**config.mk**
```make
export PLATFORM = sky130hd
export DESIGN_NAME = mult_seq_mips_flat
export DESIGN_NICKNAME = d
export VERILOG_FILES = /design/src/rtl/mips_alu_pkg.sv /design/src/rtl/mult_seq_mips_if.sv /design/src/rtl/mult_seq_mips.sv /design/src/flat_wrapper.sv
export SDC_FILE = /design/constraint.sdc
export NUM_CORES = 1
export LEC_CHECK = 0
export BUFFER_PORTS_ARGS = -buffer_cell sky130_fd_sc_hd__buf_2
export CAP_MARGIN = 20
export CORE_MARGIN = 2
export CORE_UTILIZATION = 50
export DETAILED_ROUTE_END_ITERATION = 16
export GPL_ROUTABILITY_DRIVEN = 1
export PLACE_DENSITY = 0.85
export SYNTH_ARGS = -nofsm -noshare
export SYNTH_HDL_FRONTEND = slang
export SYNTH_SLANG_ARGS = --single-unit
```
**constraint.sdc**
```tcl
create_clock -name clk -period 4.31 [get_ports clk]
set_input_delay 0.6465 -clock clk [delete_from_list [all_inputs] [get_ports clk]]
set_output_delay 0.6465 -clock clk [all_outputs]
set_load 0.05 [all_outputs]
```
**src/rtl/mips_alu_pkg.sv**
```systemverilog
// Shared ALU opcodes and multiplier sequencer state encoding.
// The datapath ALU mux decodes the same constants, so they live here rather
// than inside the multiplier.
package mips_alu_pkg;

    localparam logic [3:0] ALU_ADD = 4'b0010;
    localparam logic [3:0] ALU_SUB = 4'b0110;
    localparam logic [3:0] ALU_XOR = 4'b1001;

    localparam logic [2:0] MS_IDLE   = 3'd0;
    localparam logic [2:0] MS_NEG_A  = 3'd1;
    localparam logic [2:0] MS_NEG_B  = 3'd2;
    localparam logic [2:0] MS_ITER   = 3'd3;
    localparam logic [2:0] MS_NEG_LO = 3'd4;
    localparam logic [2:0] MS_NEG_HI = 3'd5;
    localparam logic [2:0] MS_INC_HI = 3'd6;
    localparam logic [2:0] MS_DONE   = 3'd7;

    typedef enum logic [2:0] {
        ST_IDLE   = MS_IDLE,
        ST_NEG_A  = MS_NEG_A,
        ST_NEG_B  = MS_NEG_B,
        ST_ITER   = MS_ITER,
        ST_NEG_LO = MS_NEG_LO,
        ST_NEG_HI = MS_NEG_HI,
        ST_INC_HI = MS_INC_HI,
        ST_DONE   = MS_DONE
    } mult_state_t;

endpackage

```
**src/rtl/mult_seq_mips_if.sv**
```systemverilog
// Request/result bus of the multiplier plus its borrowed shared-ALU port.
// master: the pipeline side that issues MULT/MULTU and hosts the ALU.
// slave:  the multiplier sequencer.
interface mult_seq_mips_if #(
    parameter int WIDTH = 32
);
    logic             start;
    logic             is_signed;
    logic [WIDTH-1:0] op_a;
    logic [WIDTH-1:0] op_b;
    logic             busy;
    logic             done;
    logic [WIDTH-1:0] hi;
    logic [WIDTH-1:0] lo;
    logic [WIDTH-1:0] alu_a;
    logic [WIDTH-1:0] alu_b;
    logic [3:0]       alu_ctrl;
    logic [WIDTH-1:0] alu_result;

    modport master (
        output start, is_signed, op_a, op_b, alu_result,
        input  busy, done, hi, lo, alu_a, alu_b, alu_ctrl
    );

    modport slave (
        input  start, is_signed, op_a, op_b, alu_result,
        output busy, done, hi, lo, alu_a, alu_b, alu_ctrl
    );
endinterface

```
**src/rtl/mult_seq_mips.sv**
```systemverilog
// Multi-cycle 32x32->64 shift-add multiplier for MULT/MULTU.
// Has no adder of its own; every arithmetic step goes through the shared ALU.
// Signed operands are reduced to magnitudes first, and the 64-bit product is
// negated afterwards (lo negate, hi invert, hi += borrow-free flag).
//
// state  | meaning
// IDLE   | waiting for start; alu operands driven to 0
// NEG_A  | a_reg <= -a_reg when negative (signed only)
// NEG_B  | acc_lo (multiplier) <= -acc_lo when negative (signed only)
// ITER   | one shift-add step, WIDTH times
// NEG_LO | acc_lo <= -acc_lo, remember whether acc_lo was zero
// NEG_HI | acc_hi <= ~acc_hi
// INC_HI | acc_hi <= acc_hi + lo_zero, result to hi/lo
// DONE   | done pulse, hi/lo valid
module mult_seq_mips
    import mips_alu_pkg::*;
#(
    parameter int WIDTH = 32,
    parameter int CNT_W = 6
) (
    input  logic            clk,
    input  logic            reset_n,
    mult_seq_mips_if.slave  bus
);

    mult_state_t      state;
    logic [WIDTH-1:0] a_reg;
    logic [WIDTH-1:0] acc_hi;
    logic [WIDTH-1:0] acc_lo;
    logic [CNT_W-1:0] cnt;
    logic             signed_op;
    logic             neg_flag;
    logic             lo_zero;
    logic             busy_r;
    logic             done_r;
    logic [WIDTH-1:0] hi_r;
    logic [WIDTH-1:0] lo_r;

    logic [WIDTH-1:0] iter_sum;
    logic             iter_carry;
    logic [WIDTH-1:0] iter_hi;
    logic [WIDTH-1:0] iter_lo;
    logic             last_iter;

    // Shared ALU operand selection, purely from state and registers.
    always_comb begin
        bus.alu_a    = '0;
        bus.alu_b    = '0;
        bus.alu_ctrl = 4'b0000;
        case (state)
            ST_NEG_A: begin
                bus.alu_b    = a_reg;
                bus.alu_ctrl = ALU_SUB;
            end
            ST_NEG_B: begin
                bus.alu_b    = acc_lo;
                bus.alu_ctrl = ALU_SUB;
            end
            ST_ITER: begin
                bus.alu_a    = acc_hi;
                bus.alu_b    = a_reg;
                bus.alu_ctrl = ALU_ADD;
            end
            ST_NEG_LO: begin
                bus.alu_b    = acc_lo;
                bus.alu_ctrl = ALU_SUB;
            end
            ST_NEG_HI: begin
                bus.alu_a    = acc_hi;
                bus.alu_b    = '1;
                bus.alu_ctrl = ALU_XOR;
            end
            ST_INC_HI: begin
                bus.alu_a    = acc_hi;
                bus.alu_b    = {{(WIDTH-1){1'b0}}, lo_zero};
                bus.alu_ctrl = ALU_ADD;
            end
            default: ;
        endcase
    end

    // One shift-add step; the carry out of the add is recovered by an
    // unsigned wrap compare because the shared ALU exposes no carry flag.
    always_comb begin
        iter_sum   = acc_lo[0] ? bus.alu_result : acc_hi;
        iter_carry = acc_lo[0] & (bus.alu_result < acc_hi);
        iter_hi    = {iter_carry, iter_sum[WIDTH-1:1]};
        iter_lo    = {iter_sum[0], acc_lo[WIDTH-1:1]};
        last_iter  = (cnt == CNT_W'(WIDTH - 1));
    end

    // Sequencer FSM with registered busy/done/hi/lo.
    always_ff @(posedge clk or negedge reset_n) begin
        if (!reset_n) begin
            state     <= ST_IDLE;
            a_reg     <= '0;
            acc_hi    <= '0;
            acc_lo    <= '0;
            cnt       <= '0;
            signed_op <= 1'b0;
            neg_flag  <= 1'b0;
            lo_zero   <= 1'b0;
            busy_r    <= 1'b0;
            done_r    <= 1'b0;
            hi_r      <= '0;
            lo_r      <= '0;
        end else begin
            case (state)
                ST_IDLE: begin
                    if (bus.start) begin
                        a_reg     <= bus.op_a;
                        acc_lo    <= bus.op_b;
                        acc_hi    <= '0;
                        cnt       <= '0;
                        signed_op <= bus.is_signed;
                        // Sign of the result comes from the operands as latched,
                        // before either magnitude step touches them.
                        neg_flag  <= bus.is_signed & (bus.op_a[WIDTH-1] ^ bus.op_b[WIDTH-1]);
                        busy_r    <= 1'b1;
                        state     <= bus.is_signed ? ST_NEG_A : ST_ITER;
                    end
                end
                ST_NEG_A: begin
                    if (a_reg[WIDTH-1]) a_reg <= bus.alu_result;
                    state <= ST_NEG_B;
                end
                ST_NEG_B: begin
                    if (acc_lo[WIDTH-1]) acc_lo <= bus.alu_result;
                    state <= ST_ITER;
                end
                ST_ITER: begin
                    acc_hi <= iter_hi;
                    acc_lo <= iter_lo;
                    cnt    <= cnt + CNT_W'(1);
                    if (last_iter) begin
                        cnt <= '0;
                        if (signed_op) begin
                            state <= ST_NEG_LO;
                        end else begin
                            hi_r   <= iter_hi;
                            lo_r   <= iter_lo;
                            done_r <= 1'b1;
                            state  <= ST_DONE;
                        end
                    end
                end
                ST_NEG_LO: begin
                    lo_zero <= (acc_lo == '0);
                    if (neg_flag) acc_lo <= bus.alu_result;
                    state <= ST_NEG_HI;
                end
                ST_NEG_HI: begin
                    if (neg_flag) acc_hi <= bus.alu_result;
                    state <= ST_INC_HI;
                end
                ST_INC_HI: begin
                    if (neg_flag) begin
                        acc_hi <= bus.alu_result;
                        hi_r   <= bus.alu_result;
                    end else begin
                        hi_r   <= acc_hi;
                    end
                    lo_r   <= acc_lo;
                    done_r <= 1'b1;
                    state  <= ST_DONE;
                end
                ST_DONE: begin
                    done_r <= 1'b0;
                    busy_r <= 1'b0;
                    state  <= ST_IDLE;
                end
                default: state <= ST_IDLE;
            endcase
        end
    end

    assign bus.busy = busy_r;
    assign bus.done = done_r;
    assign bus.hi   = hi_r;
    assign bus.lo   = lo_r;

endmodule

```
**src/flat_wrapper.sv**
```systemverilog
// flat-port wrapper written by rule: the top's interface ports become plain ports
module mult_seq_mips_flat import mips_alu_pkg::*;
#(
    parameter int WIDTH = 32,
    parameter int CNT_W = 6
)
  (clk, reset_n, bus_start, bus_is_signed, bus_op_a, bus_op_b, bus_alu_result, bus_busy, bus_done, bus_hi, bus_lo, bus_alu_a, bus_alu_b, bus_alu_ctrl);
  mult_seq_mips_if #(.WIDTH(WIDTH)) bus_i ();
  input  logic clk;
  input  logic reset_n;
  input wire logic [$bits(bus_i.start)-1:0] bus_start;
  input wire logic [$bits(bus_i.is_signed)-1:0] bus_is_signed;
  input wire logic [$bits(bus_i.op_a)-1:0] bus_op_a;
  input wire logic [$bits(bus_i.op_b)-1:0] bus_op_b;
  input wire logic [$bits(bus_i.alu_result)-1:0] bus_alu_result;
  output wire logic [$bits(bus_i.busy)-1:0] bus_busy;
  output wire logic [$bits(bus_i.done)-1:0] bus_done;
  output wire logic [$bits(bus_i.hi)-1:0] bus_hi;
  output wire logic [$bits(bus_i.lo)-1:0] bus_lo;
  output wire logic [$bits(bus_i.alu_a)-1:0] bus_alu_a;
  output wire logic [$bits(bus_i.alu_b)-1:0] bus_alu_b;
  output wire logic [$bits(bus_i.alu_ctrl)-1:0] bus_alu_ctrl;
  assign bus_i.start = bus_start;
  assign bus_i.is_signed = bus_is_signed;
  assign bus_i.op_a = bus_op_a;
  assign bus_i.op_b = bus_op_b;
  assign bus_i.alu_result = bus_alu_result;
  assign bus_busy = bus_i.busy;
  assign bus_done = bus_i.done;
  assign bus_hi = bus_i.hi;
  assign bus_lo = bus_i.lo;
  assign bus_alu_a = bus_i.alu_a;
  assign bus_alu_b = bus_i.alu_b;
  assign bus_alu_ctrl = bus_i.alu_ctrl;
  mult_seq_mips #(.WIDTH(WIDTH), .CNT_W(CNT_W)) u_core (.clk(clk), .reset_n(reset_n), .bus(bus_i));
endmodule
```
---- Yosys cells after proc, flatten, opt, wreduce, memory -nomap -nowiden ----
Index checks and enable logic that the tools add are counted.
operators by class
  reduce and logical (&&, ||, !) cells .... 26
  eq/ne operators ......................... 14
  bitwise logic cells ..................... 3
  magnitude comparators ................... 1
  $add $sub $neg .......................... 1
  multipliers ............................. 0
  divide/modulo/power cells ............... 0
  shift operators ......................... 0
  muxes and demuxes ....................... 33
operators by type and width
  cell                 number
  $mux 32              13
  $pmux 32 s4          2
  $pmux 32 s2          3
  $pmux 32 s3          1
  $logic_not 32->1     1
  $lt 32x32->1         1
  $pmux 3 s8           1
  $eq 3x3->1 const B   4
  $mux 6               2
  $pmux 4 s3           1
  $pmux 6 s2           1
  $reduce_and 2->1     6
  $reduce_and 3->1     4
  $ne 2x1->1 const B   4
  $reduce_bool 2->1    4
  $reduce_or 2->1      4
  $add 6x1->6 const B  1
  $eq 3x2->1 const B   2
  $eq 6x5->1 const B   1
  $mux 3               2
  $reduce_bool 3->1    2
  $reduce_or 3->1      2
  $mux 2               2
  $ne 2x2->1 const B   2
  9 further kinds      12
word-level totals
  memories kept ........................... 0
  output and inout port bits .............. 134
  memory bits (writable) .................. 0
  bits in latches ......................... 0
  word-level logic and storage cells ...... 92
  register bits after elaboration ......... 174
  bits in read-only memories .............. 0

---- Depth between registers and ports, before layout ----
Gate-level depths: netlist of the first run.
  word-level depth ........................ 5
  depth in mapped cells ................... 10
  mapped depth without buffers ............ 8

---- Least setup slack after synthesis of the first run ----
OpenSTA, ideal clock, no wires.
  path kind ............................... reg-to-output
  from .................................... reg u_core.state[0]
  to ...................................... out bus_alu_b[0]
  required time ........................... 3.664 ns
  data arrival time ....................... 2.218 ns
  path slack .............................. 1.446 ns
  stages on the path, launching flop included .. 6
  path through ............................ dfrtp_1 > buf_6 > clkbuf_1 > clkbuf_1 > a21oi_1 > o21ai_0
on the way
  word-level cells in the longest chain between the ends .. 3
  elaborated cells on any way between the ends .. 9
  those cells by class .................... eq/ne: 6; mux: 1; reduce/logical: 2
RTL lines
  element                             RTL line              RTL
  start: declaration                  mult_seq_mips.sv:26   mult_state_t state;
  start signal: assignment            mult_seq_mips.sv:120  state <= bus.is_signed ? ST_NEG_A : ST_ITER;
  $eq 3x2->1 (tied with other cells)  mult_seq_mips.sv:50   case (state)
  $reduce_or 2->1 (no source line)    -
  $pmux 32 s4 *                       mult_seq_mips.sv:50
  end: declaration                    flat_wrapper.sv:21    output wire logic [$bits(bus_i.alu_b)-1:0] bus_alu_b;
Every way passes the cells marked *; elsewhere a longest branch is shown, timed or not.

---- Worst setup path in the final report of the first run ----
  from .................................... reg u_core.state[1]
  to ...................................... out bus_alu_a[12]
on the way
  word-level cells in the longest chain between the ends .. 3
  elaborated cells on any way between the ends .. 5
  those cells by class .................... eq/ne: 3; mux: 1; reduce/logical: 1
RTL lines
  element                                   RTL line             RTL
  $eq 3x2->1 or $eq 3x3->1 (tied branches)  mult_seq_mips.sv:50
  $reduce_or 3->1 (no source line) *        -
  $mux 32 *                                 mult_seq_mips.sv:50
  end: declaration                          flat_wrapper.sv:20   output wire logic [$bits(bus_i.alu_a)-1:0] bus_alu_a;
Marked as above.

==> flow_summary.json, run 1 <==
{
  "seq_area_mm2": 0.00436,
  "critPathLaunchType": "flop",
  "synth_cell_types": 50,
  "drc": 0,
  "antenna_found_initial": 4,
  "crit_required_ns": 3.66,
  "worstMarginPinSlew_ns": 1.05,
  "finalHoldViolCount": 0,
  "synth_area_leaders": "dfrtp_1 (43%), nand2_1 (7.7%), mux2i_1 (6.3%), o21ai_0 (6.0%), nor2_1 (4.2%)",
  "nets": 1496,
  "min_period_ns": 3.61,
  "htree_num_levels": 4,
  "totalWireLength_um": 32500,
  "cts_root_buf": "clkbuf_16",
  "gr-total-overflow": 0,
  "cts_buffer_depth": 2,
  "first_iter_violations": 1279,
  "drive_gt1_share_pct": 24.6,
  "fin_skew_ns": 0.00909,
  "synthCells": 1188,
  "cap_violations": 0,
  "outcome": "finished clean",
  "core_mm2": 0.0202,
  "postLayoutCoreUtil_pct": 60.0,
  "endpoint_kind": "primary output",
  "synth_area_mm2": 0.0102,
  "routed-via-count": 10100,
  "viasPerCell": 6.11,
  "numClockSinks": 174,
  "rows": 52,
  "die_area_mm2": 0.0216,
  "cts_buffers": 17,
  "r2r_cells": 7,
  "layout_commonest_cell": "buf_2",
  "die_h_um": 147,
  "clk_latency_ns": 0.43,
  "critPathKind": "flop to primary output",
  "clk_pin_slew_ns": 0.07,
  "worstPathCellList": "xnor2_1 -> nand2b_1 -> buf_4 -> inv_1 -> nor2_2 -> buf_4 -> nor2_1 -> buf_2",
  "slew_headroom_pct": 29.7,
  "ant_nets": 0,
  "post_drt_wl_per_cell_um": 19.7,
  "synth_top_area_share_pct": 42.6,
  "grt_usage_pct": 29.7,
  "max_stage_delay_ns": 0.77,
  "die_x_um": 147,
  "grt_first_pass_wirelength_um": 50600,
  "synth_area_leader_cell": "dfrtp_1",
  "hold_path.class": "input pin to async pin",
  "cts_tree": "built",
  "hold_buffers": 0,
  "setup_viol": 0,
  "yosysSeqAreaShare_pct": 42.6,
  "synth_fp_nets": 1320,
  "slew_violations": 0,
  "slowest_stage": "dfrtp_1",
  "synth_warnings": 0,
  "critPathMostFrequentCell": "buf_4",
  "post_cts_buffers": 0,
  "cts_resized": 0,
  "dp_hpwl_um": 23000,
  "rsz0062_at_grt": "no",
  "pre_cts_ws_ns": 1.20,
  "tns_ns": 0,
  "initial_utilization_pct": 50.7,
  "fin_crit_sh_pct": 83.8,
  "critPathBufInv": 4,
  "grt_pass1_vias": 9434,
  "ys_ff_latch": 174,
  "multiInputGateArea_mm2": 0.00520,
  "worstPathMaxFanout": 32,
  "fmax_mhz": 277,
  "grt_max_degree": 86,
  "io_buffers": 233,
  "final_cell_mix": "buf_2 (232), nand2_1 (208), dfrtp_1 (170)",
  "worst_slack_ns": 0.698,
  "gp_congestion": 0.891,
  "synth.avg_cell_area_um2": 8.61,
  "firstDrtPassIters": 9,
  "worstPathArrival_ns": 2.97,
  "areaGrowthSynthToFinish_pct": 18.2,
  "cp.depth": 8,
  "io_pins": 234,
  "crit_family": "buffers and inverters",
  "nFillCells": 1795
}
[kinds of logic (layout without fill, tap and decap cells)]
group                      Yosys count  count (layout)  synth area share (%)
AOI/OAI and AO/OA                  381             381                  25.2
and+or+nand+nor                    367             367                  14.6
DFF                                174             174                  42.6
buffers and inverters              165             354                  6.93
muxes                               66              66                  6.48
adders and majority gates           32              32                  3.91
xor gates and xnor gates             3               3                 0.257
other                                0               3                     0
[path summary, 6_finish.rpt]
path / start / end / slack, ns
setup / recovery: u_core.state[1] / bus_alu_a[12] / 0.70
hold reg to reg: u_core.bus.lo[16] / u_core.bus.lo[16] / 0.47
min in group clk: bus_op_a[3] / u_core.a_reg[3] / 0.45
setup reg to reg: u_core.state[0] / u_core.bus.hi[1] / 1.26
hold / removal: reset_n / u_core.bus.hi[4] / 0.24
max in group asynchronous: reset_n / u_core.acc_hi[11] / 2.97
[per-stage QoR]
stage	hold WS [ns]	instances	area [µm²]
finish	0.236	1650	12100
global route	0.325	1650	12100
CTS	0.299	1647	12100
detailed placement	0.462	1615	11500
global placement	0.457	1615	11500
floorplan	0.351	1188	10200
[cells in the mapped netlist (all sizes together)]
| master | count |
|---|---|
| dfrtp | 174 |
| clkbuf | 52 |
| mux2i | 64 |
| a21oi | 83 |
| nand2 | 210 |
| xnor2 | 1 |
| nand3 | 8 |
| o21ai | 150 |
| a221oi | 2 |
| nor2b | 3 |
| xor2 | 2 |
| mux2 | 2 |
| a222oi | 30 |
| o22ai | 2 |
| nand4 | 7 |
| a31oi | 5 |
| nor4 | 9 |
| buf | 47 |
| inv | 66 |
| o311ai | 1 |
| o221a | 31 |
| and2b | 1 |
| or3b | 1 |
| and2 | 1 |
| ha | 32 |
| a211o | 1 |
| o311a | 2 |
| a22oi | 32 |
| nor3 | 3 |
| o41ai | 2 |
| nand2b | 4 |
| and3 | 3 |
| o21bai | 1 |
| nor2 | 117 |
| a221o | 31 |
| a211oi | 1 |
| o31ai | 3 |
| a21o | 3 |
| a22o | 1 |
[routing by layer]
| metal | global-route usage (%) | vias up | wire length (µm) |
|---|---|---|---|
| met5 | 0 | - | 0 |
| met4 | 12.7 | 0 | 1100 |
| met3 | 5.34 | 89 | 2880 |
| met2 | 46.3 | 561 | 15000 |
| met1 | 41.1 | 4813 | 13400 |
| li1 | - | 4613 | - |
[layout make-up]
cell class                 count  share of cell area (%)
clock buffer                  18                    3.55
antenna                        3                  0.0621
multi-input combinational    849                    43.0
sequential                   174                    36.0
clock inverter                14                    1.30
timing repair buffer         256                    11.2
tap                          270                    2.79
inverter                      66                    2.05
Power of run 1 is not shown: default switching activity piles up to over one toggle a cycle in this logic, so the estimate is an artifact.
==> inputs of run 2 (changes only) <==
- ABC_AREA: unset -> 1
- clock period: 4.31 -> 3.8 ns (I/O delays scaled with it)
==> run 2 against run 1 <==
Effect of this change: global-route usage down 0.48 points; non-clock buffer count shrank 4; core utilization increased by 0.053 points; sequential share of layout area is 0.28 points lower; critical path type unchanged.
==> flow_summary.json, run 2 <==
{
  "critPathKind": "flop to primary output",
  "synthTopCellsByCount": "nand2_1 (430), dfrtp_1 (174), inv_1 (149)",
  "postLayoutCoreUtil_pct": 60.0,
  "crit_start": "u_core.state[1]",
  "io_pins": 234,
  "cts_buffer_depth": 2,
  "viasPerCell": 5.70,
  "synth_cell_types": 37,
  "antenna_found_initial": 1,
  "leakage_nw": 6.00,
  "r2r_end": "u_core.bus.lo[14]",
  "die_x_um": 148,
  "nets": 1714,
  "numClockSinks": 174,
  "grt_pass1_vias": 9780,
  "crit_family": "simple AND/OR/NAND/NOR gates",
  "io_buffers": 233,
  "max_stage_delay_ns": 0.58,
  "post_drt_wl_per_cell_um": 17.4,
  "endpoint_kind": "primary output",
  "nFillCells": 1897,
  "critPathMostFrequentCell": "nand2_2",
  "cap_violations": 0,
  "ys_ff_latch": 174,
  "r2r_slack_ns": 1.07,
  "die_h_um": 148,
  "synth_area_mm2": 0.0104,
  "gr-total-overflow": 0,
  "grt_usage_pct": 29.3,
  "initial_utilization_pct": 51.0,
  "critPathBufInv": 2,
  "ant_nets": 0,
  "first_iter_violations": 985,
  "crit_required_ns": 3.23,
  "cts_resized": 0,
  "rsz0062_at_grt": "no",
  "instances_no_fill": 1867,
  "firstDrtPassIters": 5,
  "synthFlopType": "dfrtp_1",
  "synth-edff-count": 0,
  "min_period_ns": 3.33,
  "totalWireLength_um": 32400,
  "finalHoldViolCount": 0,
  "fin_crit_sh_pct": 87.6,
  "areaGrowthSynthToFinish_pct": 17.6,
  "drc": 0,
  "synth_top_area_share_pct": 42.0,
  "synth_warnings": 0,
  "worstMarginPinSlew_ns": 0.972,
  "gp_congestion": 0.889,
  "synth_area_leaders": "dfrtp_1 (42%), nand2_1 (16%), o21ai_0 (6.6%), inv_1 (5.4%), o211ai_1 (4.6%)",
  "outcome": "finished clean",
  "synth_fp_nets": 1535,
  "grt_first_pass_wirelength_um": 50600,
  "p_per_area_mw_per_mm2": 1040,
  "slew_violations": 0,
  "cts_tree": "built",
  "slowest_stage": "nand2_2",
  "yosysSeqAreaShare_pct": 42.0,
  "fin_skew_ns": 0.0172,
  "hold_path.class": "input pin to async pin",
  "cts_buffers": 17,
  "htree_num_levels": 4,
  "post_cts_buffers": 0,
  "hold_buffers": 0,
  "dp.cells": 1833,
  "rows": 52,
  "layout_commonest_cell": "nand2_1",
  "synth.avg_cell_area_um2": 7.38,
  "synthCells": 1403,
  "routed-via-count": 10600,
  "critPathLaunchType": "flop",
  "drive_gt1_share_pct": 19.6,
  "yosysMostFrequentCell": "nand2_1",
  "tns_ns": 0,
  "final_cell_mix": "nand2_1 (430), buf_2 (231), dfrtp_1 (172)",
  "r2r_cells": 9,
  "die_area_mm2": 0.0219,
  "dp_hpwl_um": 22600,
  "core_mm2": 0.0203,
  "clk_pin_slew_ns": 0.07,
  "worstPathArrival_ns": 2.76,
  "slew_headroom_pct": 35.2,
  "worstPathCellList": "nand2_2 -> nor2_2 -> inv_2 -> nand2_2 -> a21oi_1 -> o21ai_0 -> buf_2",
  "vdd_drop_max_v": 0.000628,
  "cts_root_buf": "clkbuf_16",
  "fmax_mhz": 300,
  "async_flop_share_pct": 100,
  "clk_latency_ns": 0.43,
  "grt_max_degree": 97,
  "rr_startpoint": "u_core.state[0]",
  "worstPathMaxFanout": 32,
  "synth_area_leader_cell": "dfrtp_1",
  "setup_viol": 0
}
run 2: changes by cell type after synthesis, sizes merged, moves of 49 or more:
cell and change:
inv +92, mux2i -64, nand2 +225, nor2 -59, o211ai +63, o21ai +49
run 2: power breakdown:
| group | switching (W) | leakage (nW) | internal [W] |
|---|---|---|---|
| clock | 0.000840 | 0.281 | 0.000874 |
| combinational | 0.00560 | 3.58 | 0.00200 |
| sequential | 0.000634 | 2.14 | 0.00276 |
run 2: layer usage:
layer	global-route usage [%]	up-vias	wire length (µm)	part of all wire, %
li1	-	5026	-	-
met4	10.1	0	763	2.4
met2	46.7	577	14800	46
met1	39.9	4963	13700	42
met3	6.08	67	3170	9.8
met5	0	-	0	0
run 2: through the flow:
step / power (W) / hold slack (ns) / worst slack, ns / cell area [µm²]
2_1_floorplan: 0.00917 / 0.274 / 0.964 / 10400
3_3_place_gp: 0.0108 / 0.454 / 1.06 / 11600
3_5_place_dp: 0.0110 / 0.469 / 0.998 / 11600
4_1_cts: 0.0127 / 0.165 / 0.510 / 12200
5_1_grt: 0.0135 / 0.182 / 0.293 / 12200
6_report: 0.0127 / 0.154 / 0.470 / 12200
run 2: cells by family (layout without fill, tap and decap cells):
family                   count (synthesis)  count (layout)  synth area share (%)
AND/OR/NAND/NOR                        551             551                  21.3
AO/OA/AOI/OAI                          392             392                  22.4
buffers and inverters                  250             442                  10.1
flip-flops                             174             174                  42.0
adder cells (fa/ha/maj)                 32              32                  3.86
XOR/XNOR                                 4               4                 0.338
other                                    0               2                     0
run 2: worst reg2reg max path, stage by stage, from the launching register on:
cell and delay, ns:
dfrtp_1 0.42, inv_1 0.13, nand2_1 0.13, nor2_4 0.12
buf_4 0.75, o21ai_2 0.14, nor2_4 0.17, buf_4 0.51
nor2_1 0.11, a31oi_1 0.17
run 2: how the worst max path moves through the flow:
stage	to	slack, ns	cells after the start
floorplan	bus_alu_b[23]	0.96	6
CTS	bus_alu_b[21]	0.51	7
global route	bus_alu_b[21]	0.29	7
detailed placement	bus_alu_b[16]	1.0	7
global placement	bus_alu_b[16]	1.06	8
finish	bus_alu_b[21]	0.47	7
run 2: final cells by class:
type                    instances  area [µm²]  area share (%)
well taps                     270         338            2.77
flip-flops and latches        174        4360            35.8
clock inverters                15         143            1.17
repair buffers                252        1340            11.0
inverters                     158         593            4.87
clock buffers                  17         425            3.49
multi-input cells             979        4980            40.9
diodes                          2        5.00          0.0411
No activity file was read; power rests on OpenSTA's default activity.
==> inputs of run 3 (changes only) <==
- RECOVER_POWER: unset -> 25
==> run 3 against run 2 <==
Effect of this change: the run now ends with capacitance limit, slew limit left; setup slack improved by 0.0041 ns; core utilization about the same; count of clock-buffer cells in the layout unchanged; flip-flop and latch count unchanged; sequential share of layout area about the same; cell area about the same; clock power about the same; wire length about the same; combinational power about the same.
==> flow_summary.json, run 3 (synthesis results as in run 2) <==
{
  "outcome": "finished with violations",
  "violations": "capacitance limit, slew limit",
  "slew_headroom_pct": -18.2,
  "r2r_end": "u_core.bus.lo[14]",
  "critPathLaunchType": "flop",
  "p_switching_w": 0.00707,
  "crit_required_ns": 3.23,
  "critPathMostFrequentCell": "nand2_2",
  "viasPerCell": 5.69,
  "totalWireLength_um": 32400,
  "areaGrowthSynthToFinish_pct": 17.5,
  "gr-total-overflow": 0,
  "io_pins": 234,
  "hold_start": "bus_op_a[24]",
  "layout_commonest_cell": "nand2_1",
  "slew_violations": 69,
  "cts_tree": "built",
  "cts_buffer_depth": 2,
  "worst_slack_ns": 0.475,
  "worstPathArrival_ns": 2.76,
  "min_period_ns": 3.33,
  "final_cell_mix": "nand2_1 (430), buf_2 (231), dfrtp_1 (172)",
  "p_clk_share_pct": 13.5,
  "grt_pass1_vias": 9780,
  "swShare_pct": 55.6,
  "finalHoldViolCount": 0,
  "cts_root_buf": "clkbuf_16",
  "slowest_stage": "nand2_2",
  "power.combinational.fraction_pct": 59.8,
  "rows": 52,
  "drc": 0,
  "rr_startpoint": "u_core.state[0]",
  "pre_cts_ws_ns": 0.998,
  "post_drt_wl_per_cell_um": 17.4,
  "postLayoutCoreUtil_pct": 60.0,
  "dp_hpwl_um": 22600,
  "cts_resized": 0,
  "grt_usage_pct": 29.3,
  "first_iter_violations": 985,
  "drive_gt1_share_pct": 19.6,
  "die_h_um": 148,
  "numClockSinks": 174,
  "hold_path.class": "input pin to flop",
  "cp.depth": 7,
  "fmax_mhz": 301,
  "initial_utilization_pct": 51.0,
  "io_buffers": 233,
  "firstDrtPassIters": 5,
  "die_area_mm2": 0.0219,
  "worstMarginPinSlew_ns": 1.77,
  "gp_congestion": 0.889,
  "critPathBufInv": 2,
  "critPathKind": "flop to primary output",
  "rsz0062_at_grt": "no",
  "tns_ns": 0,
  "seqPwrFrac_pct": 26.8,
  "p_int_w": 0.00564,
  "die_x_um": 148,
  "ant_nets": 0,
  "r2r_cells": 9,
  "endpoint_kind": "primary output",
  "worstPathMaxFanout": 32,
  "fin_crit_sh_pct": 87.5,
  "setup_viol": 0,
  "max_stage_delay_ns": 0.58,
  "clk_latency_ns": 0.43,
  "antenna_found_initial": 1,
  "min_path_cells": 3,
  "instances_no_fill": 1867,
  "cts_buffers": 17,
  "worstPathCellList": "nand2_2 -> nor2_2 -> inv_2 -> nand2_2 -> a21oi_1 -> o21ai_0 -> buf_2",
  "r2r_slack_ns": 1.07,
  "routed-via-count": 10600,
  "dp.cells": 1833,
  "grt_first_pass_wirelength_um": 50600,
  "grt_max_degree": 97,
  "p_per_area_mw_per_mm2": 1040,
  "crit_family": "simple AND/OR/NAND/NOR gates",
  "clk_pin_slew_ns": 0.08,
  "fin_skew_ns": 0.0172,
  "cap_violations": 1,
  "nets": 1714,
  "vdd_drop_max_v": 0.000628,
  "post_cts_buffers": 0,
  "hold_buffers": 0,
  "leakage_nw": 6.00,
  "holdWs_ns": 0.406,
  "htree_num_levels": 4,
  "whs_endpoint": "u_core.a_reg[24]",
  "core_mm2": 0.0203
}
==> run 3: metrics by stage <==
stage                     total power, W  cell area, µm²
after CTS                         0.0127           12200
after detailed placement          0.0110           11600
final                             0.0127           12200
after global routing              0.0135           12200
after floorplan                  0.00917           10400
after global placement            0.0108           11600
==> run 3: worst reg2reg max path: stages (launching register included) <==
cell and delay [ns]:
dfrtp_1 0.42, inv_1 0.13, nand2_1 0.13, nor2_4 0.12, buf_4 0.75, o21ai_2 0.14, nor2_4 0.17, buf_4 0.51
nor2_1 0.11, a31oi_1 0.17
==> run 3: routing by layer <==
metal / vias up / global-route usage, % / wire length (µm)
met2: 569 / 46.7 / 14800
met3: 72 / 6.08 / 3090
met1: 4959 / 39.9 / 13700
met5: - / 0 / 0
met4: 0 / 10.1 / 789
li1: 5025 / - / -
==> run 3: worst max path at each step <==
stage                         start  slack [ns]       endpoint
finish              u_core.state[1]        0.47  bus_alu_b[21]
CTS                 u_core.state[1]        0.51  bus_alu_b[21]
global route        u_core.state[1]        0.29  bus_alu_b[21]
global placement    u_core.state[0]        1.06  bus_alu_b[16]
floorplan           u_core.state[0]        0.96  bus_alu_b[23]
detailed placement  u_core.state[1]         1.0  bus_alu_b[16]
==> run 3: area by class of cell <==
class,instances,area [µm²]
Fill cell,1899,8120
Clock inverter,15,143
Clock buffer,17,425
Inverter,158,593
Timing Repair Buffer,252,1340
Multi-Input combinational cell,979,4980
Antenna cell,2,5.00
Sequential cell,174,4360
Tap cell,270,338
==> run 3: power groups by stage <==
stage	Combinational (W)	Sequential, W	Clock, W
floorplan	0.00466	0.00451	0
global placement	0.00740	0.00337	0
detailed placement	0.00755	0.00340	0
CTS	0.00759	0.00338	0.00174
global route	0.00823	0.00350	0.00182
finish	0.00759	0.00340	0.00171
